`src/rtl/easyobv_pkg.sv`:
```
// Shared types and constants for the easyobv AXI-Stream traffic sink.
package easyobv_pkg;

   typedef enum logic [1:0] {
      RM_ALWAYS = 2'd0,
      RM_LFSR   = 2'd1,
      RM_DUTY   = 2'd2,
      RM_NEVER  = 2'd3
   } ready_mode_e;

   typedef enum logic {
      ST_IDLE = 1'b0,
      ST_BODY = 1'b1
   } state_e;

   // x^16 + x^14 + x^13 + x^11 -> state bits 15, 13, 12, 10
   localparam logic [15:0] LFSR_SEED = 16'hACE1;
   localparam logic [15:0] LFSR_TAPS = 16'hB400;

endpackage

```
`src/rtl/easyobv_lfsr16.sv`:
```
// 16-bit Fibonacci LFSR, shifts left with the XOR of the tapped bits entering at bit 0.
module easyobv_lfsr16
   import easyobv_pkg::*;
#(
   parameter logic [15:0] SEED = LFSR_SEED,
   parameter logic [15:0] TAPS = LFSR_TAPS
) (
   input  logic        clk,
   input  logic        rst_n,
   input  logic        step,
   output logic [15:0] lfsr
);

   logic [15:0] lfsr_q, lfsr_d;

   always_comb begin
      lfsr_d = lfsr_q;
      if (step) lfsr_d = {lfsr_q[14:0], ^(lfsr_q & TAPS)};
   end

   always_ff @(posedge clk or negedge rst_n) begin
      if (!rst_n) lfsr_q <= SEED;
      else        lfsr_q <= lfsr_d;
   end

   assign lfsr = lfsr_q;

endmodule

```
`src/rtl/easyobv_axis_sink.sv`:
```
// AXI-Stream traffic sink: programmable backpressure, packet framing checks and statistics.
//
// state   | meaning
// ST_IDLE | between packets; the next accepted beat starts a packet
// ST_BODY | mid-packet; tracking length and idle cycles
module easyobv_axis_sink
   import easyobv_pkg::*;
#(
   parameter int unsigned DWIDTH        = 32,
   parameter int unsigned HAS_KEEP      = 0,
   parameter int unsigned HAS_LAST      = 0,
   parameter int unsigned MAX_PKT_BEATS = 1024,
   parameter int unsigned TIMEOUT_BITS  = 16
) (
   input  logic                    clk,
   input  logic                    rst_n,
   input  logic [DWIDTH-1:0]       s_tdata,
   input  logic                    s_tvalid,
   input  logic [DWIDTH/8-1:0]     s_tkeep,
   input  logic                    s_tlast,
   output logic                    s_tready,
   input  logic                    enable,
   input  logic                    clear,
   input  logic [1:0]              ready_mode,
   input  logic [7:0]              ready_thresh,
   input  logic [7:0]              on_cycles,
   input  logic [7:0]              off_cycles,
   input  logic [TIMEOUT_BITS-1:0] timeout_val,
   output logic [63:0]             beat_cnt,
   output logic [63:0]             pkt_cnt,
   output logic [63:0]             byte_cnt,
   output logic [63:0]             stall_cnt,
   output logic [31:0]             max_pkt_len,
   output logic                    frame_err,
   output logic                    timeout
);

   localparam int unsigned KEEP_W = DWIDTH / 8;

   logic [15:0] lfsr_val;
   logic        unused_sig;

   logic                    ready_q, ready_d;
   logic                    duty_on_q, duty_on_d;
   logic [7:0]              duty_cnt_q, duty_cnt_d;
   state_e                  state_q, state_d;
   logic [31:0]             len_q, len_d, len_inc;
   logic [TIMEOUT_BITS-1:0] idle_q, idle_d;
   logic [63:0]             beat_q, beat_d, pkt_q, pkt_d;
   logic [63:0]             byte_q, byte_d, stall_q, stall_d;
   logic [31:0]             max_q, max_d;
   logic                    frame_q, frame_d, timeout_q, timeout_d;

   logic        accept;
   logic        tlast_eff;
   logic [63:0] beat_bytes;

   easyobv_lfsr16 #(
      .SEED (LFSR_SEED),
      .TAPS (LFSR_TAPS)
   ) u_lfsr (
      .clk   (clk),
      .rst_n (rst_n),
      .step  (1'b1),
      .lfsr  (lfsr_val)
   );

   assign unused_sig = ^{s_tdata, s_tkeep, s_tlast, lfsr_val[15:8]};

   assign accept    = s_tvalid && ready_q;
   assign tlast_eff = (HAS_LAST != 0) ? s_tlast : 1'b1;
   assign len_inc   = (len_q == '1) ? len_q : len_q + 32'd1;

   always_comb begin
      beat_bytes = 64'(KEEP_W);
      if (HAS_KEEP != 0) begin
         beat_bytes = '0;
         for (int i = 0; i < int'(KEEP_W); i++) beat_bytes = beat_bytes + 64'(s_tkeep[i]);
      end
   end

   // Duty counter free-runs in every mode so switching into mode 2 picks up a live pattern.
   always_comb begin
      duty_on_d  = duty_on_q;
      duty_cnt_d = duty_cnt_q + 8'd1;
      if (duty_on_q) begin
         if (duty_cnt_d >= on_cycles) begin
            duty_cnt_d = '0;
            duty_on_d  = 1'b0;
         end
      end else if (duty_cnt_d >= off_cycles) begin
         duty_cnt_d = '0;
         duty_on_d  = 1'b1;
      end
   end

   always_comb begin
      ready_d = 1'b0;
      if (enable) begin
         case (ready_mode_e'(ready_mode))
            RM_ALWAYS: ready_d = 1'b1;
            RM_LFSR:   ready_d = (lfsr_val[7:0] < ready_thresh);
            RM_DUTY: begin
               if (on_cycles == 8'd0)       ready_d = 1'b0;
               else if (off_cycles == 8'd0) ready_d = 1'b1;
               else                         ready_d = duty_on_q;
            end
            RM_NEVER:  ready_d = 1'b0;
            default:   ready_d = 1'b0;
         endcase
      end
   end

   always_comb begin
      state_d   = state_q;
      len_d     = len_q;
      idle_d    = idle_q;
      beat_d    = beat_q;
      pkt_d     = pkt_q;
      byte_d    = byte_q;
      stall_d   = stall_q;
      max_d     = max_q;
      frame_d   = frame_q;
      timeout_d = timeout_q;

      if (clear) begin
         state_d   = ST_IDLE;
         len_d     = '0;
         idle_d    = '0;
         beat_d    = '0;
         pkt_d     = '0;
         byte_d    = '0;
         stall_d   = '0;
         max_d     = '0;
         frame_d   = 1'b0;
         timeout_d = 1'b0;
      end else begin
         if (accept) begin
            beat_d = beat_q + 64'd1;
            byte_d = byte_q + beat_bytes;
         end
         if (s_tvalid && !ready_q) stall_d = stall_q + 64'd1;

         case (state_q)
            ST_IDLE: begin
               if (accept) begin
                  idle_d = timeout_val;
                  if (tlast_eff) begin
                     pkt_d = pkt_q + 64'd1;
                     max_d = (max_q < 32'd1) ? 32'd1 : max_q;
                     len_d = '0;
                  end else begin
                     state_d = ST_BODY;
                     len_d   = 32'd1;
                  end
               end
            end
            ST_BODY: begin
               if (accept) begin
                  idle_d = timeout_val;
                  len_d  = len_inc;
                  if (tlast_eff) begin
                     pkt_d   = pkt_q + 64'd1;
                     max_d   = (len_inc > max_q) ? len_inc : max_q;
                     state_d = ST_IDLE;
                     len_d   = '0;
                  end else if (len_inc >= MAX_PKT_BEATS) begin
                     // Oversized packet is closed and counted; later beats start afresh.
                     frame_d = 1'b1;
                     pkt_d   = pkt_q + 64'd1;
                     state_d = ST_IDLE;
                     len_d   = '0;
                  end
               end else if (timeout_val != '0) begin
                  if (idle_q <= TIMEOUT_BITS'(1)) begin
                     timeout_d = 1'b1;
                     state_d   = ST_IDLE;
                     len_d     = '0;
                  end else begin
                     idle_d = idle_q - TIMEOUT_BITS'(1);
                  end
               end
            end
            default: state_d = ST_IDLE;
         endcase
      end
   end

   always_ff @(posedge clk or negedge rst_n) begin
      if (!rst_n) begin
         ready_q    <= 1'b0;
         duty_on_q  <= 1'b1;
         duty_cnt_q <= '0;
         state_q    <= ST_IDLE;
         len_q      <= '0;
         idle_q     <= '0;
         beat_q     <= '0;
         pkt_q      <= '0;
         byte_q     <= '0;
         stall_q    <= '0;
         max_q      <= '0;
         frame_q    <= 1'b0;
         timeout_q  <= 1'b0;
      end else begin
         ready_q    <= ready_d;
         duty_on_q  <= duty_on_d;
         duty_cnt_q <= duty_cnt_d;
         state_q    <= state_d;
         len_q      <= len_d;
         idle_q     <= idle_d;
         beat_q     <= beat_d;
         pkt_q      <= pkt_d;
         byte_q     <= byte_d;
         stall_q    <= stall_d;
         max_q      <= max_d;
         frame_q    <= frame_d;
         timeout_q  <= timeout_d;
      end
   end

   assign s_tready    = ready_q;
   assign beat_cnt    = beat_q;
   assign pkt_cnt     = pkt_q;
   assign byte_cnt    = byte_q;
   assign stall_cnt   = stall_q;
   assign max_pkt_len = max_q;
   assign frame_err   = frame_q;
   assign timeout     = timeout_q;

endmodule

```
`config.mk`:
```
export PLATFORM = sky130hd
export DESIGN_NAME = easyobv_axis_sink
export DESIGN_NICKNAME = d
export VERILOG_FILES = /design/src/rtl/easyobv_pkg.sv /design/src/rtl/easyobv_lfsr16.sv /design/src/rtl/easyobv_axis_sink.sv
export SDC_FILE = /design/constraint.sdc
export NUM_CORES = 1
export LEC_CHECK = 0
export ABC_AREA = 1
export CORE_AREA = 2 2 214 216
export CTS_CLUSTER_DIAMETER = 60
export DETAILED_ROUTE_END_ITERATION = 10
export DIE_AREA = 0 0 216 218
export HOLD_SLACK_MARGIN = 0.15
export PLACE_DENSITY = 0.8
export SYNTH_ARGS = -nofsm -noshare
export SYNTH_HDL_FRONTEND = slang
export SYNTH_SLANG_ARGS = --single-unit
```
`constraint.sdc`:
```
create_clock -name clk -period 3.3 [get_ports clk]
set_clock_uncertainty 0.2 [all_clocks]
set_input_delay 0.495 -clock clk [delete_from_list [all_inputs] [get_ports clk]]
set_output_delay 0.495 -clock clk [all_outputs]
set_load 0.1 [all_outputs]
```
=== After elaboration in Yosys (flattened, before gate mapping) ===
Cells that the tools add are included.
W data, S select, Z words.

* Register bits after elaboration: 364
* Latch bits: 0
* Bits in writable memories: 0
* ROM bits: 0
* Logic and storage cells: 103
* Memories kept: 0

* Add/subtract/negate cells: 7
* Multipliers: 0
* Div/mod/pow operators: 0
* Magnitude comparators: 6
* Eq/ne operators: 12
* Shifts and indexed selects: 0
* Multiplexer cells: 47
* Bitwise logic cells: 1
* Reductions and logical operators: 17

{| class="wikitable"
|+ Operator list
! cell !! number
|-
| $mux W64 || 8
|-
| $mux W32 || 11
|-
| $add A64 B1 Y64 const B || 3
|-
| $pmux W32 S2 || 2
|-
| $mux W16 || 5
|-
| $add A64 B3 Y64 const B || 1
|-
| $add A32 B1 Y32 const B || 1
|-
| $eq A32 B32 Y1 const B || 1
|-
| $gt A32 B32 Y1 || 1
|-
| $lt A32 B1 Y1 const B || 1
|-
| $pmux W16 S2 || 1
|-
| $mux W8 || 3
|-
| $ge A8 B8 Y1 || 2
|-
| $le A16 B1 Y1 const B || 1
|-
| $logic_not A8 Y1 || 2
|-
| $reduce_bool A16 Y1 || 1
|-
| $reduce_xor A16 Y1 || 1
|-
| $sub A16 B1 Y16 const B || 1
|-
| $mux W1 || 15
|-
| $reduce_bool A2 Y1 || 5
|-
| $add A8 B1 Y8 const B || 1
|-
| $lt A8 B8 Y1 || 1
|-
| $ne A4 B2 Y1 const B || 2
|-
| $reduce_and A4 Y1 || 2
|-
| 13 further kinds || 18
|}

=== Logic depth before layout (Yosys ltp) ===
Gate-level depths: netlist (run 1).

* Depth after elaboration: 7
* Gate-level depth with buffers: 14

=== Cells and area by module ===
From an unflattened synthesis (run 1), not the netlist that was laid out.

* Cells, all modules: 2975
* Area total of the unflattened synthesis: 19394.9 um^2

{| class="wikitable"
|+ Modules (own cells, without submodules)
! module !! times used !! cells each !! area each (um^2) !! seq. area each (um^2)
|-
| easyobv_axis_sink || 1 || 2899 || 18685.4 || 7083.0
|-
| easyobv_lfsr16 || 1 || 76 || 709.4 || 410.4
|}

=== Worst setup path before layout (run 1) ===
No wires, ideal clock.

* Path type: register to register
* Start point: reg pkt_q[0] (netlist: pkt_cnt[0])
* End point: reg pkt_q[28] (netlist: pkt_cnt[28])
* Library setup time: 120 ps
* Arrival: 2278 ps
* Data required time: 2980 ps
* Slack: 702 ps
* Stages on the path, launching flop included: 11
* Path through: dfrtp_1 > ha_1 > nand3_1 > nor2_1 > nand2_1 > nor2_2 > nand2_2 > nor2_2 > nand2_1 > o21ai_0 > nor2_1

* Word-level cells in the longest chain between the ends: 3

{| class="wikitable"
|+ RTL lines
! element !! RTL line !! text
|-
| from (decl) || easyobv_axis_sink.sv:49 || <nowiki>logic [63:0] beat_q, beat_d, pkt_q, pkt_d;</nowiki>
|-
| from (signal assigned) || easyobv_axis_sink.sv:212 || <nowiki>pkt_q <= pkt_d;</nowiki>
|-
| $add A64 B1 Y64 || -- ||
|-
| $mux W64 || easyobv_axis_sink.sv:146, easyobv_axis_sink.sv:159 ||
|-
| $mux W64 || easyobv_axis_sink.sv:126 || <nowiki>if (clear) begin</nowiki>
|}

Every way passes these cells. The select of a mux whose other input is x is not followed.
A chain may end at the register's enable or synchronous reset.

=== Worst setup path in the final report (run 1) ===
* Start point: reg duty_cnt_q[0]
* End point: reg duty_cnt_q[6]

* Word-level cells in the longest chain between the ends: 4

{| class="wikitable"
|+ RTL lines
! element !! RTL line !! text
|-
| from (decl) || easyobv_axis_sink.sv:45 || <nowiki>logic [7:0] duty_cnt_q, duty_cnt_d;</nowiki>
|-
| from (signal assigned) || easyobv_axis_sink.sv:207 || <nowiki>duty_cnt_q <= duty_cnt_d;</nowiki>
|-
| $add A8 B1 Y8 (*) || easyobv_axis_sink.sv:85 || <nowiki>duty_cnt_d = duty_cnt_q + 8'd1;</nowiki>
|-
| $ge A8 B8 Y1 (on tied branches) || easyobv_axis_sink.sv:91, easyobv_axis_sink.sv:87 ||
|-
| $mux W8 (on tied branches) || easyobv_axis_sink.sv:91, easyobv_axis_sink.sv:87 ||
|-
| $mux W8 (*) || easyobv_axis_sink.sv:86 || <nowiki>if (duty_on_q) begin</nowiki>
|-
| net duty_cnt_d[6] || easyobv_axis_sink.sv:45 ||
|}

The timed path passes the listed nets; every way through them passes the cells marked *.

==> results of run 1 <==
==> layer usage <==
layer,vias up,track usage [%],share of wire (%)
met5,-,0,0.021
li1,10280,-,-
met2,848,41.47,45
met1,9467,35.07,43
met4,2,9.201,2.9
met3,123,5.983,9.3
==> final cells by class <==
type,count,area share (%)
Clock inverter,19,0.9085
Tap cell,600,3.097
Multi-Input combinational cell,2262,42.72
Timing Repair Buffer,322,10.77
Inverter,446,6.927
Clock buffer,53,4.666
Sequential cell,299,30.91
==> worst max-delay path: stages, from the launching register on <==
cell and delay, ps:
sky130_fd_sc_hd__dfrtp_1 430, sky130_fd_sc_hd__nand3_1 170, sky130_fd_sc_hd__nor3_1 220, sky130_fd_sc_hd__nand2_1 100, sky130_fd_sc_hd__xnor2_1 340, sky130_fd_sc_hd__ha_1 320
sky130_fd_sc_hd__a21oi_1 120, sky130_fd_sc_hd__o21ai_0 120, sky130_fd_sc_hd__a21oi_1 520, sky130_fd_sc_hd__nand4_1 170, sky130_fd_sc_hd__nand2_1 100
==> kinds of logic (layout without fill, tap and decap cells) <==
group,count (synthesis),count (layout),synth area share [%]
compound gates,296,296,7.859
xor+xnor,14,14,0.6171
fa+ha+maj,30,30,1.889
buf+inv,527,840,10.79
flops,299,299,37.71
other cells,1,34,0.01887
simple gates,1888,1888,41.11
==> per-stage QoR <==
step	hold slack (ps)	util (%)	instances
floorplan	-0.5910	-	3088
global placement	134.6	50.96	3928
detailed placement	137.3	50.96	3928
CTS	150.5	53.99	4001
global route	157.9	53.99	4001
finish	148.2	53.99	4001
==> power breakdown <==
group	internal (W)	leakage, nW	switching, W
combinational	0.000328	6.78	0.000817
sequential	0.00374	4.12	0.0000869
clock	0.00268	0.658	0.00180
==> worst max-delay path by stage <==
stage	end	start	slack [ps]
final	duty_cnt_q[6]	duty_cnt_q[0]	410
after global routing	duty_cnt_q[2]	duty_cnt_q[0]	120
after CTS	duty_cnt_q[0]	duty_cnt_q[0]	390
after detailed placement	idle_q[7]	s_tvalid	300
after global placement	idle_q[7]	s_tvalid	310
after floorplan	pkt_cnt[28]	pkt_cnt[0]	700
==> placed cells by master (no fill, tap or decap), drive strengths merged, types with 3 or more instances in the layout <==
master	Yosys	layout
o21a	6	6
nand4	99	99
clkbuf	23	53
and2	5	5
clkinv	1	6
o21ai	132	132
dfstp	9	9
conb	1	34
a21oi	131	131
ha	30	30
xor2	7	7
and3	4	4
nand3	225	225
clkinvlp	0	3
clkdlybuf4s50	0	44
nor3b	4	4
nand2	827	827
dfrtp	290	290
nor3	85	85
bufinv	0	3
o221ai	3	3
nor2	629	629
a31oi	13	13
nand3b	4	4
xnor2	7	7
buf	58	277
inv	445	453
nor4	4	4
==> state kept, by name, summed over array words and instances (netlist names) <==
register and cells:
idle_q 16, state_q 1, u_lfsr.lfsr 16, stall_cnt 64, duty_cnt_q 8, pkt_cnt 64, beat_cnt 64, max_pkt_len 1
duty_on_q 1, byte_cnt 62, s_tready 1, timeout 1
==> repair_timing <==
item                                   CTS  global route
hold buffers                             1             0
setup endpoints to repair                0             0
endpoints found under the hold margin   64             0
resized for setup                        0             0
==> results.sh, run 1 <==
export IMPL_status="finished clean"
export IMPL_area_growth_pct=22.00
export IMPL_drt_wirelength_per_cell_um=15.51
export IMPL_gp_congestion=0.9783
export IMPL_clock_sinks=299
export IMPL_synth_most_common_cell="sky130_fd_sc_hd__nand2_1"
export IMPL_critical_r2r_launch="duty_cnt_q[0]"
export IMPL_leakage_nw=11.55
export IMPL_power_density_nw_per_um2=390.1
export IMPL_drt_iter0_drc=1667
export IMPL_postSynthAreaPerCell_um2=6.504
export IMPL_period_utilization_pct=87.57
export IMPL_cts_htree_levels=2
export IMPL_synth_sequential_area_ratio_pct=37.71
export IMPL_path_class="reg -> reg"
export IMPL_route_vias_total=20720
export IMPL_multi_input_combinational_cell_area_um2=10350
export IMPL_achievable_frequency_ghz=0.3460
export IMPL_timing_reg2reg_worst_path_depth=10
export IMPL_synth_top_flop_cell="sky130_fd_sc_hd__dfrtp_1"
export IMPL_detailedPlacementHpwl_um=47010
export IMPL_placed_cell_area_um2=22880
export IMPL_crit_path_max_fanout=9
export IMPL_grt_use_total_pct=26.13
export IMPL_worstSetupEndpointType="flip-flop"
export IMPL_drc=0
export IMPL_cts_clk_slew_worst_paths_ps=60
export IMPL_totalPowerFinal_w=0.009456
export IMPL_floorplan_rows=78
export IMPL_startpoint_type="flip-flop"
export IMPL_hold_class="reg -> reg"
export IMPL_placement_io_buffers=303
export IMPL_yosys_top_cells_area="sky130_fd_sc_hd__dfrtp_1, sky130_fd_sc_hd__nand2_1, sky130_fd_sc_hd__nor2_1, sky130_fd_sc_hd__inv_1, sky130_fd_sc_hd__nand3_1"
export IMPL_postRouteWirelength_um=62040
export IMPL_clock_root_cell="sky130_fd_sc_hd__clkbuf_16"
export IMPL_setup_slack_ps=410.2
export IMPL_total_clock_buffers_created_by_cts=40
export IMPL_finish_net_count=3485
export IMPL_grt_max_degree=71
export IMPL_firstDrtPassIters=6
export IMPL_io_pin_count=375
export IMPL_commonest_cells_in_the_netlist="sky130_fd_sc_hd__nand2_1, sky130_fd_sc_hd__nor2_1, sky130_fd_sc_hd__inv_1, sky130_fd_sc_hd__dfrtp_1, sky130_fd_sc_hd__nand3_1"
export IMPL_synth_cell_area_um2=19870
export IMPL_finalSetupTns_ps=0
export IMPL_grt_first_pass_wirelength_um=99550
export IMPL_via_per_inst=5.180
export IMPL_cts_tree="done"
export IMPL_ff_latch_count_synth=299
export IMPL_max_slew_worst_pin_slew_ps=649.9
export IMPL_initial_core_util_pct=44.26
export IMPL_coreArea_um2=44890
export IMPL_grt_pass1_vias=19170
export IMPL_dp_worst_setup_slack_ps=303.5
export IMPL_post_route_min_period_ps=2890
export IMPL_critical_path_arrival_ps=3200
export IMPL_vdd_ir_drop_worst_mv=0.3409
export IMPL_synth_largest_type_area_fraction_pct=36.52
export IMPL_ys_async_sr_fraction_pct=100.0
export IMPL_antenna_found_initial=1
export IMPL_synth_cells=3055
export IMPL_synth_lib_cells_used_distinct=47
export IMPL_post_cts_repair_setup_buffers=0
export IMPL_cts_max_path_buffers=3
export IMPL_slew_headroom_pct=56.63
export IMPL_final_antenna_net_count=0
export IMPL_regToRegEndpoint="duty_cnt_q[6]"
export IMPL_rrSetupSlack_ps=410
export IMPL_dieArea_um2=47090
export IMPL_clock_latency_ps=570
export IMPL_timing_critical_path_required_ps=3610
export IMPL_footprint_of_the_flip_flops_and_latches_um2=7493
export IMPL_fillerInstances=4417
export IMPL_share_of_final_layout_standard_cells_stronger_than_drive_strength_1_pct=13.05
export IMPL_number_of_enable_flip_flop_cells_after_synthesis=0
export IMPL_synthDominantAreaCellType="sky130_fd_sc_hd__dfrtp_1"
export IMPL_rsz0062_at_grt="no"
export IMPL_min_to="u_lfsr.lfsr[9]"
export IMPL_hold_path_startpoint="u_lfsr.lfsr[8]"
export IMPL_yosys_warnings=0
export IMPL_antenna_cells=0
export IMPL_finalMaxSlewViolations=0
export IMPL_min_path_cells=0
export IMPL_grt_overflow_total=0
export IMPL_stdcell_area_um2=24240
export IMPL_die_w_um=216
export IMPL_die_height_um=218
export IMPL_final_setup_viol_count=0
export IMPL_cap_viol_max_count=0
export IMPL_timing_final_hold_violations=0
No activity file was read; power rests on OpenSTA's default activity.
==> inputs of run 2 (changes only) <==
Settings changed: CAP_MARGIN set to 40, GPL_ROUTABILITY_DRIVEN set to 0.
==> results.sh, run 2 (synthesis results as in run 1) <==
export IMPL_die_w_um=216
export IMPL_fin_worst_hold_slack_ps=152.7
export IMPL_startpoint_type="flip-flop"
export IMPL_dieArea_um2=47090
export IMPL_post_route_min_period_ps=2810
export IMPL_detailedPlacementHpwl_um=46680
export IMPL_area_growth_pct=21.71
export IMPL_floorplan_rows=78
export IMPL_drt_iter0_drc=2023
export IMPL_setup_worst_path_start="duty_cnt_q[0]"
export IMPL_list_of_cells_traversed_by_the_critical_path="nand3_1 > nor3_1 > nand2_1 > xnor2_1 > ha_1 > a21oi_1 > o21ai_0 > a21oi_1 > nand4_1 > nand2_1"
export IMPL_final_antenna_net_count=0
export IMPL_drt_wirelength_per_cell_um=15.28
export IMPL_total_clock_buffers_created_by_cts=37
export IMPL_rsz0062_at_grt="no"
export IMPL_route_vias_total=20730
export IMPL_cap_viol_max_count=0
export IMPL_finalMaxSlewViolations=0
export IMPL_achievable_frequency_ghz=0.3559
export IMPL_cts_htree_levels=2
export IMPL_status="finished clean"
export IMPL_hold_path_startpoint="u_lfsr.lfsr[14]"
export IMPL_path_class="reg -> reg"
export IMPL_critical_path_arrival_ps=3110
export IMPL_grt_pass1_vias=19130
export IMPL_cts_clk_slew_worst_paths_ps=60
export IMPL_critical_r2r_launch="duty_cnt_q[0]"
export IMPL_postRouteWirelength_um=61130
export IMPL_power_density_nw_per_um2=382.5
export IMPL_vdd_ir_drop_worst_mv=0.3139
export IMPL_finalSetupTns_ps=0
export IMPL_cts_tree="done"
export IMPL_timing_critical_path_required_ps=3600
export IMPL_cp_num_cells=10
export IMPL_fillerInstances=4328
export IMPL_hold_class="reg -> reg"
export IMPL_cts_max_path_buffers=3
export IMPL_clock_sinks=299
export IMPL_die_height_um=218
export IMPL_slowest_stage="sky130_fd_sc_hd__a21oi_1"
export IMPL_share_of_final_layout_standard_cells_stronger_than_drive_strength_1_pct=13.14
export IMPL_coreArea_um2=44890
export IMPL_clock_latency_ps=560
export IMPL_final_setup_viol_count=0
export IMPL_timing_final_hold_violations=0
export IMPL_grt_overflow_total=0
export IMPL_initial_core_util_pct=44.26
export IMPL_placement_io_buffers=303
export IMPL_totalPowerFinal_w=0.009249
export IMPL_via_per_inst=5.179
export IMPL_finish_net_count=3487
export IMPL_clock_root_cell="sky130_fd_sc_hd__clkbuf_16"
export IMPL_postLayoutCoreUtil_pct=53.87
export IMPL_final_common_cell="sky130_fd_sc_hd__nand2_1"
export IMPL_drc=0
export IMPL_min_path_cells=0
export IMPL_grt_first_pass_wirelength_um=98640
export IMPL_worstSetupEndpointType="flip-flop"
export IMPL_critPathBufInv=0
export IMPL_period_utilization_pct=85.15
export IMPL_layout_common_cells="sky130_fd_sc_hd__nand2_1, sky130_fd_sc_hd__nor2_1, sky130_fd_sc_hd__inv_1"
export IMPL_antenna_found_initial=2
export IMPL_slew_headroom_pct=54.26
export IMPL_io_pin_count=375
export IMPL_grt_use_total_pct=25.82
export IMPL_timing_reg2reg_worst_path_depth=10
export IMPL_firstDrtPassIters=8
export IMPL_postCtsResizedCells=0
export IMPL_stdcell_area_um2=24180
export IMPL_critPathMaxStageDelay_ps=510
export IMPL_cp_top_family="simple AND/OR/NAND/NOR gates"
export IMPL_grt_max_degree=81
export IMPL_placed_cell_area_um2=22900
export IMPL_leakage_nw=11.54
export IMPL_max_slew_worst_pin_slew_ps=680.8
export IMPL_crit_path_max_fanout=9
==> run 2: stage by stage <==
stage / setup WS, ps / cells
2_1_floorplan: 701.6 / 3088
3_3_place_gp: 311.2 / 3933
3_5_place_dp: 282.0 / 3933
4_1_cts: 479.4 / 4001
5_1_grt: 213.8 / 4001
6_report: 490.1 / 4002
==> run 2: worst paths after layout <==
| path | endpoint | slack (ps) |
|---|---|---|
| max | duty_cnt_q[3] | 490 |
| min | u_lfsr.lfsr[15] | 150 |
| max reg2reg | duty_cnt_q[3] | 490 |
| min reg2reg | u_lfsr.lfsr[15] | 150 |
| max in group asynchronous | beat_cnt[38] | 1770 |
| min in group asynchronous | pkt_cnt[63] | 350 |
==> run 2: cell type report <==
class / count / area, um^2 / area share (%)
clock buffers: 48 / 1047 / 4.331
clock inverters: 19 / 219.0 / 0.9055
repair buffers: 327 / 2635 / 10.90
multi-input cells: 2262 / 10350 / 42.82
inverters: 446 / 1679 / 6.944
well taps: 600 / 750.7 / 3.104
diodes: 1 / 2.502 / 0.01035
flip-flops and latches: 299 / 7493 / 30.99
==> run 2: layer usage <==
metal  part of all wire [%]  global-route usage, %
met1                     42                  34.83
met5                  0.018                      0
met2                     45                  40.99
met4                    2.4                  8.151
met3                    9.8                  6.179
==> run 2: power by group <==
part / total, W / internal, W / switching [W]
Sequential: 0.00383 / 0.00374 / 0.0000849
Combinational: 0.00115 / 0.000331 / 0.000820
Clock: 0.00427 / 0.00256 / 0.00171
Total: 0.00925 / 0.00664 / 0.00261
==> run 2: timing repair <==
| action | in CTS | in global routing |
|---|---|---|
| endpoints found under the hold margin | 71 | 0 |
| hold buffers | 1 | 0 |
| buffers inserted | 0 | 0 |
